<file path="config.mk">
export PLATFORM = sky130hd
export DESIGN_NAME = pipe_hazard_ctrl
export DESIGN_NICKNAME = d
export VERILOG_FILES = /design/src/rtl/pipe_ctrl_pkg.sv /design/src/rtl/lu_detect.sv /design/src/rtl/pipe_hazard_ctrl.sv
export SDC_FILE = /design/constraint.sdc
export NUM_CORES = 1
export LEC_CHECK = 0
export BUFFER_PORTS_ARGS = -buffer_cell sky130_fd_sc_hd__buf_2
export CAP_MARGIN = 15
export CORE_MARGIN = 2
export CORE_UTILIZATION = 45
export CTS_CLUSTER_SIZE = 40
export DETAILED_ROUTE_END_ITERATION = 8
export PLACE_DENSITY = 0.88
export SLEW_MARGIN = 20
export SYNTH_ARGS = -nofsm -noshare
export SYNTH_HDL_FRONTEND = slang
export SYNTH_SLANG_ARGS = --single-unit
</file>
<file path="constraint.sdc">
create_clock -name clk -period 4.87 [get_ports clk]
set_input_delay 0.487 -clock clk [delete_from_list [all_inputs] [get_ports clk]]
set_output_delay 0.487 -clock clk [all_outputs]
set_load 0.1 [all_outputs]
</file>
<file path="src/rtl/pipe_ctrl_pkg.sv">
`default_nettype none
// ============================================================================
// Module   : pipe_ctrl_pkg
// Purpose  : Shared encodings for the pipeline hazard controller and forwarding.
// Revision : 1.0 - initial release
// ============================================================================
package pipe_ctrl_pkg;

    localparam int REG_ADDR_W = 5;
    localparam logic [REG_ADDR_W-1:0] REG_X0 = '0;

    typedef enum logic [1:0] {
        RUN      = 2'd0,
        DIV_BUSY = 2'd1,
        DIV_DONE = 2'd2
    } state_t;

endpackage
`default_nettype wire

</file>
<file path="src/rtl/lu_detect.sv">
`default_nettype none
// ============================================================================
// Module   : lu_detect
// Purpose  : Combinational load-use comparator between the EXE and ID stages.
// Revision : 1.0 - initial release
// ============================================================================
module lu_detect
    import pipe_ctrl_pkg::*;
(
    input  logic [REG_ADDR_W-1:0] exe_rd,
    input  logic                  exe_wr_en,
    input  logic                  exe_is_load,
    input  logic [REG_ADDR_W-1:0] id_rsA_addr,
    input  logic [REG_ADDR_W-1:0] id_rsB_addr,
    input  logic                  id_uses_rsA,
    input  logic                  id_uses_rsB,
    output logic                  lu
);

    logic match_a;
    logic match_b;

    assign match_a = id_uses_rsA && (id_rsA_addr == exe_rd);
    assign match_b = id_uses_rsB && (id_rsB_addr == exe_rd);

    // x0 is hardwired to zero, so a load targeting it never creates a dependency
    assign lu = exe_is_load && exe_wr_en && (exe_rd != REG_X0) && (match_a || match_b);

endmodule
`default_nettype wire

</file>
<file path="src/rtl/pipe_hazard_ctrl.sv">
`default_nettype none
// ============================================================================
// Module   : pipe_hazard_ctrl
// Purpose  : Stall/flush sequencer for the 5-stage pipeline; optional stall
//            counter enabled by defining PIPE_PERF_CNT_EN.
// Revision : 1.0 - initial release
// ============================================================================
module pipe_hazard_ctrl
    import pipe_ctrl_pkg::*;
#(
    parameter int DIV_CYCLES = 32,
    parameter int CNT_W      = 8
) (
    input  logic                  clk,
    input  logic                  rst,
    input  logic [REG_ADDR_W-1:0] id_rsA_addr,
    input  logic [REG_ADDR_W-1:0] id_rsB_addr,
    input  logic                  id_uses_rsA,
    input  logic                  id_uses_rsB,
    input  logic                  id_jump,
    input  logic [REG_ADDR_W-1:0] exe_rd,
    input  logic                  exe_wr_en,
    input  logic                  exe_is_load,
    input  logic                  exe_is_div,
    input  logic                  exe_br_taken,
    output logic                  pc_en,
    output logic                  if_id_en,
    output logic                  if_id_flush,
    output logic                  id_exe_en,
    output logic                  id_exe_flush,
    output logic                  exe_mem_en,
    output logic                  exe_mem_flush,
    output logic                  mem_wb_en,
    output logic                  div_start,
    output logic                  div_busy,
    output logic [31:0]           stall_cycles
);

    localparam logic [CNT_W-1:0] CNT_LOAD = CNT_W'(DIV_CYCLES - 2);

    state_t           state;
    state_t           state_nxt;
    logic [CNT_W-1:0] cnt;
    logic [CNT_W-1:0] cnt_nxt;
    logic             lu;
    logic             stall;
    logic             hazard_en;

    lu_detect u_lu_detect (
        .exe_rd      (exe_rd),
        .exe_wr_en   (exe_wr_en),
        .exe_is_load (exe_is_load),
        .id_rsA_addr (id_rsA_addr),
        .id_rsB_addr (id_rsB_addr),
        .id_uses_rsA (id_uses_rsA),
        .id_uses_rsB (id_uses_rsB),
        .lu          (lu)
    );

    always_ff @(posedge clk) begin
        if (rst) begin
            state <= RUN;
            cnt   <= '0;
        end else begin
            state <= state_nxt;
            cnt   <= cnt_nxt;
        end
    end

    always_comb begin
        state_nxt = state;
        cnt_nxt   = cnt;
        stall     = 1'b0;
        hazard_en = 1'b0;
        div_start = 1'b0;
        div_busy  = 1'b0;
        case (state)
            RUN: begin
                // A divide on the wrong path of a taken branch must not start
                if (exe_is_div && !exe_br_taken) begin
                    div_start = 1'b1;
                    div_busy  = 1'b1;
                    stall     = 1'b1;
                    cnt_nxt   = CNT_LOAD;
                    state_nxt = DIV_BUSY;
                end else begin
                    hazard_en = 1'b1;
                end
            end
            DIV_BUSY: begin
                stall    = 1'b1;
                div_busy = 1'b1;
                if (cnt != '0) begin
                    cnt_nxt = cnt - CNT_W'(1);
                end else begin
                    state_nxt = DIV_DONE;
                end
            end
            DIV_DONE: begin
                // exe_is_div is deliberately ignored: the divide is still in EXE
                hazard_en = 1'b1;
                state_nxt = RUN;
            end
            default: begin
                state_nxt = RUN;
            end
        endcase

        pc_en         = 1'b1;
        if_id_en      = 1'b1;
        if_id_flush   = 1'b0;
        id_exe_en     = 1'b1;
        id_exe_flush  = 1'b0;
        exe_mem_en    = 1'b1;
        exe_mem_flush = 1'b0;
        mem_wb_en     = 1'b1;

        if (stall) begin
            pc_en         = 1'b0;
            if_id_en      = 1'b0;
            id_exe_en     = 1'b0;
            exe_mem_flush = 1'b1;
        end else if (hazard_en) begin
            if (exe_br_taken) begin
                if_id_flush  = 1'b1;
                id_exe_flush = 1'b1;
            end else if (lu) begin
                pc_en        = 1'b0;
                if_id_en     = 1'b0;
                id_exe_flush = 1'b1;
            end else if (id_jump) begin
                if_id_flush = 1'b1;
            end
        end

        if (rst) begin
            pc_en         = 1'b0;
            if_id_en      = 1'b0;
            if_id_flush   = 1'b0;
            id_exe_en     = 1'b0;
            id_exe_flush  = 1'b0;
            exe_mem_en    = 1'b0;
            exe_mem_flush = 1'b0;
            mem_wb_en     = 1'b0;
            div_start     = 1'b0;
            div_busy      = 1'b0;
        end
    end

`ifdef PIPE_PERF_CNT_EN
    logic [31:0] perf_cnt;

    always_ff @(posedge clk) begin
        if (rst) begin
            perf_cnt <= '0;
        end else if (!pc_en && (perf_cnt != 32'hFFFF_FFFF)) begin
            perf_cnt <= perf_cnt + 32'd1;
        end
    end

    assign stall_cycles = rst ? 32'd0 : perf_cnt;
`else
    assign stall_cycles = 32'd0;
`endif

endmodule
`default_nettype wire

</file>
==> Yosys cells after proc, flatten, opt, wreduce, memory -nomap -nowiden <==
Cells that the tools add are included.
{ "word_totals": {"register_bits": 10, "out_inout_bits": 42, "wordCells": 58} }
{ "op_classes": {"addsub": 1, "n_reduce_logical": 14, "n_mux": 34, "n_eq_ne": 7} }
{ "ops": {"columns": ["cell", "n"], "rows": [
  ["2-to-1 mux 1 bit", 26],
  ["2-to-1 mux 8 bit", 2],
  ["one-hot mux 8 bit (2 select lines)", 1],
  ["== test 5 bit", 2],
  ["nonzero test 8 bit", 1],
  ["subtractor 8 x 1 -> 8 bit, second input constant", 1],
  ["logical AND 1 bit", 6],
  ["!= test 2 bit, second input constant", 3],
  ["nonzero test 5 bit", 1],
  ["2-to-1 mux 2 bit", 2],
  ["one-hot mux 1 bit (2 select lines)", 2],
  ["one-hot mux 2 bit (2 select lines)", 1],
  ["AND reduction 3 bit", 1],
  ["== test 2 x 1 -> 1 bit, second input constant", 1],
  ["== test 2 bit, second input constant", 1],
  ["logical NOT 2 bit", 1],
  ["AND reduction 2 bit", 1],
  ["nonzero test 2 bit", 1],
  ["logical NOT 1 bit", 1],
  ["logical OR 1 bit", 1]
]} }

==> Depth between registers and ports, before layout <==
Gate-level depths: netlist of run 1.
{ "logic_depth": {"ltp_word": 9, "ltp_mapped": 6} }

==> Modules after synthesis <==
Synthesis of run 1 repeated with hierarchy kept, for this count alone.
{ "unflattened": {"cells_unflattened": 129, "area_unflattened_um2": 1034.7} }
{ "by_module_without_submodules": {"columns": ["module", "area_each_um2", "n_inst", "seq_area_each_um2", "cells_each"], "rows": [
  ["pipe_hazard_ctrl", 899.6, 1, 200.2, 112],
  ["lu_detect", 135.1, 1, 0.0, 17]
]} }

==> Worst setup path after synthesis of run 1 <==
No wires, ideal clock.
{ "synth_timing": {"path_kind": "input port to output port", "start": "input port rst", "end": "output port pc_en", "stages": 4, "required_time_ps": 4383, "slack_ps": 1096, "t_arrival_ps": 3287, "cell_sequence": "inv_1 > and2_1 > o21a_1 > buf_4"} }
{ "synth_between": {"elab_chain_len": 1} }
{ "synth_rtl": {"columns": ["item", "line_no", "text"], "rows": [
  ["start: declaration", "pipe_hazard_ctrl.sv:15", "input logic rst,"],
  ["2-to-1 mux 1 bit", null, null],
  ["end: declaration", "pipe_hazard_ctrl.sv:26", "output logic pc_en,"]
]} }
No other way between the ends.

==> Worst setup path in the final report of run 1 <==
{ "layout_timing": {"start": "input port exe_rd[0]", "end": "output port pc_en"} }
{ "layout_between": {"elab_chain_len": 9, "elab_cells_between_ends": 13, "classes_between": "2 x eq/ne; 5 x mux; 6 x reduce/logical"} }
{ "layout_rtl": {"columns": ["item", "line_no", "text"], "rows": [
  ["start: declaration", "pipe_hazard_ctrl.sv:21", "input logic [REG_ADDR_W-1:0] exe_rd,"],
  ["== test 5 bit (on tied branches)", "lu_detect.sv:23, lu_detect.sv:24", null],
  ["logical AND 1 bit (on tied branches)", "lu_detect.sv:23, lu_detect.sv:24", null],
  ["logical OR 1 bit", "lu_detect.sv:27", "assign lu = exe_is_load && exe_wr_en && (exe_rd != REG_X0) && (match_a || match_b);"],
  ["logical AND 1 bit *", "lu_detect.sv:27", null],
  ["2-to-1 mux 1 bit *", "pipe_hazard_ctrl.sv:127", "end else if (lu) begin"],
  ["2-to-1 mux 1 bit *", "pipe_hazard_ctrl.sv:124", "if (exe_br_taken) begin"],
  ["2-to-1 mux 1 bit *", "pipe_hazard_ctrl.sv:123", "end else if (hazard_en) begin"],
  ["2-to-1 mux 1 bit *", "pipe_hazard_ctrl.sv:118", "if (stall) begin"],
  ["2-to-1 mux 1 bit *", "pipe_hazard_ctrl.sv:136", "if (rst) begin"]
]} }
Every way passes the cells marked *; elsewhere a longest branch is shown, timed or not.

==> results of run 1 <==
==> synth_stat cells, drive strengths merged <==
master | n | area share
o21a | 1 | 0.0075
nand3 | 2 | 0.010
o211ai | 1 | 0.012
xor2 | 11 | 0.096
o2bb2ai | 1 | 0.0087
o311a | 1 | 0.010
nand2b | 2 | 0.012
a21oi | 6 | 0.030
o2111ai | 2 | 0.017
nand4b | 1 | 0.0087
a211oi | 2 | 0.015
inv | 6 | 0.022
clkbuf | 1 | 0.0037
nor2 | 6 | 0.022
o21ba | 1 | 0.010
nor4 | 2 | 0.012
nor2b | 3 | 0.019
or3 | 1 | 0.0062
nor3 | 3 | 0.015
o21ai | 1 | 0.0050
dfxtp | 10 | 0.20
or2 | 1 | 0.0062
a32oi | 1 | 0.0087
nand2 | 5 | 0.019
and2 | 3 | 0.019
nand3b | 1 | 0.0075
ha | 2 | 0.025
o31ai | 2 | 0.029
xnor2 | 3 | 0.026
buf | 35 | 0.26
a311oi | 1 | 0.0087
conb | 1 | 0.0037
o21bai | 1 | 0.0075
nor3b | 1 | 0.019
or4 | 2 | 0.019
==> logic make-up (layout without fill, tap and decap cells) <==
kind of cell | count (synthesis) | after routing | synth area share
buffers and inverters | 42 | 42 | 0.287
AND/OR/NAND/NOR | 33 | 33 | 0.194
AO/OA/AOI/OAI | 21 | 21 | 0.169
XOR/XNOR | 14 | 14 | 0.122
flip-flops | 10 | 10 | 0.199
adder cells (fa/ha/maj) | 2 | 2 | 0.0249
other | 1 | 32 | 0.00373
==> worst register-to-register path, stage by stage (launching register included) <==
cell and delay [ns]:
dfxtp_1 0.36, inv_1 0.08, ha_1 0.19, nand2b_1 0.23, o211ai_2 0.14, or4_1 0.42
a211oi_1 0.25
==> routing by layer <==
metal	up-vias	GRT usage	share of wire
li1	416	-	-
met4	0	0.0395	0.0069
met2	45	0.262	0.47
met3	4	0.0468	0.12
met1	361	0.145	0.40
met5	-	0	0
==> cell type report <==
class,instances,share of cell area
clock buffer,3,0.0209
sequential,10,0.186
tap,28,0.0325
timing repair buffer,33,0.153
multi-input combinational,102,0.587
inverter,6,0.0209
==> power by group <==
part	internal, mW	switching (mW)
registers	0.0886	0.00740
logic	0.0373	0.194
clock network	0.0285	0.0262
total	0.154	0.227
==> stage by stage <==
| step | area (um^2) | utilization | hold slack, ns |
|---|---|---|---|
| final | 1080 | 0.497 | 0.496 |
| after global routing | 1080 | 0.497 | 0.511 |
| after CTS | 1080 | 0.497 | 0.493 |
| after detailed placement | 1060 | 0.487 | 0.486 |
| after global placement | 1060 | 0.487 | 0.471 |
| after floorplan | 1120 | - | 0.457 |
==> final timing paths <==
path | from | endpoint | slack (ns) | cells past startpoint
setup / recovery | exe_rd[0] | pc_en | 2.38 | 6
hold / removal | cnt[0] | cnt[0] | 0.50 | 2
setup reg to reg | cnt[0] | cnt[5] | 3.10 | 6
hold reg to reg | cnt[0] | cnt[0] | 0.50 | 2
==> sequential cells by signal, summed over array words and instances (netlist names) <==
register	cells
cnt	8
state	2
==> results.md, run 1 <==
Global route:
- The first global-routing pass estimated about 2.8 mm of wire.
- The largest net degree at the start of global routing is 14.
- The number of antenna violations at the first check in global routing is 0.
- The number of global-route vias before repair came to 702.
- The total overflow left after global routing is 0.
- The global-route usage over all layers is 0.139.

Placement:
- The number of buffer cells added on primary ports is 33.
- The number of placed instances, taps included, is 179.
- The final RePlAce weighted congestion is roughly 0.73.
- The detailed-placement wirelength estimate is 1.55 mm.
- The post-placement worst setup slack is approximately 2.4 ns.

STA:
- Between clock sinks in the finished design, the worst skew comes to around 0.0014 ns.
- Dividing the final minimum period by the clock period gives 0.512.
- The number of max-slew violations in the final report came to 0.
- The final-layout setup total negative slack is 0 ns.
- The maximum clock frequency is 401 MHz.
- The number of endpoints with negative hold slack in the final report is 0.
- For the finished layout, the period the worst path requires is 2.49 ns.
- The number of endpoints failing setup at the final stage is 0.
- Setup repair after global routing left no endpoint under its margin.
- The final setup slack of the worst path is 2.38 ns.

Run status:
- The run finished with clean final reports.

Setup path:
- STA puts the critical path data arrival time at around 2 ns.
- STA classifies the critical path startpoint as an input port.
- The critical path is of the in2out type.
- Of all nets on the critical path, the largest fanout is 3.
- Grouping stages by cell kind, the critical path spends the most delay in buffers and inverters.
- For this design, the slowest cell found on the critical path is buf_2.
- The library cell appearing most often on the critical path is buf_2.
- STA classifies the critical path endpoint as an output pin.
- The largest stage delay on the critical path is 0.44 ns.
- Walking the worst path, the cells encountered are buf_2 -> or3_1 -> o311a_1 -> nand3b_1 -> o21a_1 -> buf_2.
- For the worst setup path, the data required time is 4.38 ns.
- Together, buffers and inverters on the worst path number 2.

Power:
- The peak ir drop on the vdd network is 0.000193 V.
- The overall power after layout is approximately 0.38 mW.
- The standby leakage power is 0.513 nW.
- Power spread over the standard cell area amounts to about 350 nW/um^2.

Drt:
- After detailed routing, the number of vias per cell comes to 4.54.
- The via count is 826.
- The final antenna-violating net count is 0.
- The count of unresolved DRC violations after routing is 0.
- Before antenna repair, the detailed router went through 4 iterations.
- The routed length per placed instance is 10.3 um.
- The final routed wirelength across all metal layers is 1.88 mm.
- After the first detailed-routing iteration, the DRC count stood at 9.

Final layout:
- The count of non-filler cells in the finished layout is 182.
- The multi-input combinational cells in the finished layout cover a total of 633 um^2.
- After the last flow step, the layout net total stands at approximately 180.
- In the final layout, the share of cells above drive strength 1 is 0.260.
- Across the whole layout, storage elements account for 200 um^2.
- From synthesis to final layout, the design area changed by 7.21%.
- After filler insertion, the fill cell instance count of the layout stands at 214.
- The leading cell type in the layout, fill and taps excluded is buf_2.
- The top cell types in the final layout, fill and taps aside, are 33 x buf_2, 32 x conb_1, 11 x xor2_1.
- The total inserted antenna cells is 0.

Floorplanning:
- After floorplanning, the core was divided into 17 placement rows.
- For this configuration, the core starts out at a cell density of 0.464.
- The die outline area is 2630 um^2.
- During I/O placement, the number of pins put on the boundary was 66.
- The floorplan step set the die width to about 51 um.
- The die is 51.3 um tall.
- The area of the core region is 2170 um^2.

Yosys:
- Synthesis handed over a netlist of 123 instances.
- The total of flip-flops plus latches after synthesis is 10.
- The combined area of all synthesized cells is 1010 um^2.
- A synthesized cell averages 8.18 um^2.
- Yosys printed 0 warnings.
- The share of the yosys chip area belonging to registers is 0.199.
- The count of different cell masters after synthesis is 38.

CTS:
- Counting every sink on the clock net gives 10.
- The number of CTS-inserted buffers is 3.
- The TritonCTS clock tree is yes.
- The number of H-tree levels is 1.
- For this design, the CTS-stage hold fixing added 0 buffers.
- No sink is reached through more buffers than the 2 on the longest clock path.
- The post-CTS setup repair buffer count is 0.
- The source-to-sink clock delay at the later pin of the worst-skew pair is 0.26 ns.
- The post-CTS clock slew at the launch and capture registers of the worst setup and hold paths is 0.06 ns.
- The number of gates resized after cts is 0.
- The cell at the root of the clock tree is clkbuf_4.

Job:
- The max-cap violation count is 0.

Min path:
- The worst hold path class is reg2reg.
No activity file was read; power rests on OpenSTA's default activity.
==> run 2: changes to the inputs <==
--- a/config.mk
+++ b/config.mk
@@ -8,10 +8,10 @@
 export BUFFER_PORTS_ARGS = -buffer_cell sky130_fd_sc_hd__buf_2
 export CAP_MARGIN = 15
 export CORE_MARGIN = 2
-export CORE_UTILIZATION = 45
+export CORE_UTILIZATION = 42
 export CTS_CLUSTER_SIZE = 40
 export DETAILED_ROUTE_END_ITERATION = 8
-export PLACE_DENSITY = 0.88
+export PLACE_DENSITY = 0.83
 export SLEW_MARGIN = 20
 export SYNTH_ARGS = -nofsm -noshare
 export SYNTH_HDL_FRONTEND = slang
==> constraint.sdc (replaced) <==
create_clock -name clk -period 2.42 [get_ports clk]
set_input_delay 0.242 -clock clk [delete_from_list [all_inputs] [get_ports clk]]
set_output_delay 0.242 -clock clk [all_outputs]
set_load 0.1 [all_outputs]
==> run 2 against run 1 <==
Combinational power rose by 100%. First-iteration DRC count grew 33%. Cell count rose by 0.55%. Non-clock buffer count unchanged. Largest cell class unchanged.
==> results.md, run 2 (synthesized netlist as in run 1, its figures left out) <==
Run status:
- The run finished with clean final reports.

Setup path:
- The critical path launch point type is a flip-flop.
- The critical path capture point type is an output pin.
- The critical path's top delay family is compound AO/OA/AOI/OAI gates.
- STA puts the critical path data required time at 2.18 ns.
- The arrival time of data at the critical path endpoint is 1.98 ns.
- The worst-path maximum fanout is 4.
- The critical path in this run is classified as reg2out.
- The slowest stage of the critical path belongs to the cell dfxtp_1.
- The largest single stage delay on the critical path is 0.43 ns.
- Together, buffers and inverters on the worst path number 1.
- Traced cell by cell, the critical path runs through nor2b_1 -> a211oi_1 -> o21ai_0 -> o21ba_1 -> buf_2.

Drt:
- The first detailed-routing pass ran for 5 iterations.
- The final antenna-violating net count is 0.
- The final routed wirelength across all metal layers is 2.01 mm.
- In the routed layout, each cell is associated on average with a via count of around 4.7.
- The first routing iteration left 12 violations.
- The count of unresolved DRC violations after routing is 0.
- The via count is 851.
- Dividing the detail-routed wire length by the instance count gives 11.0 um.

Power:
- The share of total power dissipated in the clock network is 0.193.
- In this run the static leakage power is around 0.52 nW.
- VDD sags by at most 0.000447 V.
- Of the total power, combinational logic draws 0.571.
- The total net switching power is 0.473 mW.
- The fraction of power consumed by sequential logic is 0.236.
- The power density over the cells is around 740 nW/um^2.
- Of the total power, the share spent switching nets is 0.577.
- The internal power summed over all cells is ~0.35 mW.

Final layout:
- The proportion of layout cells with a drive suffix above 1 is 0.297.
- The final layout net count is 182.
- The total inserted antenna cells is 0.
- The leading cell type in the layout, fill and taps excluded is buf_2.
- The register with the most flip-flops in the layout has 8 of them.
- The largest registers in the layout are cnt x8, state x2.
- Ranked by flip-flop count, first place goes to cnt.
- The layout has 221 filler cells.
- Leaving out fill and tap cells, the most frequent cells in the layout are 33 x buf_2, 32 x conb_1, 11 x xor2_1.
- The area growth from synthesis to layout is 10.1%.

CTS:
- The number of buffers added to fix hold violations after cts is 0.
- The total number of clock tree sinks is 10.
- The clock reaches the later pin of the worst-skew pair after between 0.2 and 0.3 ns.
- The root buffer cell chosen for the clock tree is clkbuf_4.
- The number of CTS-inserted buffers is 3.
- The post-CTS setup repair buffer count is 0.
- TritonCTS built the clock tree.
- The number of gates resized after cts is 0.
- CTS built an H-tree with a depth of 1.
- Counting along the longest clock path gives a buffer depth of 2.
- The post-CTS clock slew at the launch and capture registers of the worst setup and hold paths is 0.07 ns.

Placement:
- At the end of routability-driven placement, the weighted congestion stood at about 0.76.
- The HPWL after detailed placement is 1.65 mm.
- Input and output buffers added on the ports amount to 33.

Floorplanning:
- The initialized floorplan defines 17 standard-cell rows.
- For this configuration, the core starts out at a cell density of 0.450.
- In this run the standard cell core region covers between 2000 and 2500 um^2.
- From left edge to right edge, the die measures roughly 53 um.
- The vertical die dimension is 52.9 um.
- The number of top-level design ports is 66.
- The die outline area is 2800 um^2.

Global route:
- The number of global-route vias before repair was 729.
- The total overflow left after global routing is 0.
- Across every metal layer, demand over resource in global routing totals 0.139.
- The number of antenna violations at the first check in global routing is 0.
- Entering global routing, the biggest net connects 14 pins.
- The global-route wire length before repair is between 2 and 3 mm.

STA:
- The time the worst path needs with I/O delays and setup is 2.22 ns.
- The number of endpoints with negative hold slack in the final report was 0.
- Based on the critical path, the design can be clocked at up to 450 MHz.
- Setup repair after global routing left no endpoint under its margin.
- Across the routed clock network, the largest skew measured is 0.00227 ns.
- Adding up every negative setup slack in the final design gives 0 ns.
- The number of max-slew violations in the final report came to 0.
- The post-route clock period utilization is 0.919.
- Final hold analysis gives a worst-case slack of 0.333 ns.
- The number of endpoints failing setup at the final stage is 0.

Min path:
- The tightest min-delay check is of the in2reg type.

Job:
- Max-cap violations in this run came to 0.
[run 2: path summary, 6_finish.rpt]
kind	start	endpoint	slack [ns]	cells after the start
setup / recovery	state[1]	if_id_flush	0.20	5
hold / removal	rst	state[0]	0.33	2
setup reg to reg	cnt[0]	cnt[5]	0.68	6
hold reg to reg	cnt[0]	cnt[0]	0.49	2
[run 2: cell type report]
cell class,instances,area (um^2),area share
clock buffers,4,36.3,0.0328
inverters,6,26.3,0.0237
multi-input cells,102,644,0.582
flip-flops and latches,10,200,0.181
well taps,28,35.0,0.0316
repair buffers,33,165,0.149
[run 2: through the flow]
step	cell area (um^2)	util	power [mW]	setup WS (ns)	std cells
after detailed placement	1070	0.480	0.664	0.486	179
after floorplan	1140	-	0.654	0.0677	154
final	1110	0.496	0.819	0.196	183
after global routing	1110	0.496	0.856	0.0767	183
after CTS	1110	0.496	0.821	0.182	183
after global placement	1070	0.480	0.659	0.499	179
[run 2: power groups by stage]
stage / clock, mW / combinational [mW] / sequential, mW
after floorplan: 0 / 0.460 / 0.194
after global placement: 0 / 0.464 / 0.195
after detailed placement: 0 / 0.467 / 0.197
after CTS: 0.160 / 0.468 / 0.194
after global routing: 0.172 / 0.489 / 0.195
final: 0.158 / 0.468 / 0.194
[run 2: layer usage]
metal | wire length, um | track usage
met1 | 757 | 0.127
met2 | 945 | 0.273
met3 | 273 | 0.0452
met4 | 33 | 0.0641
met5 | 0 | 0
[run 2: worst register-to-register path, delay by kind of cell (launching register included)]
kind / cells / cell delay [ns]
AND/OR/NAND/NOR: 2 / 0.65
adder cells (fa/ha/maj): 1 / 0.19
buffers and inverters: 1 / 0.08
AO/OA/AOI/OAI: 2 / 0.39
flip-flops: 1 / 0.35
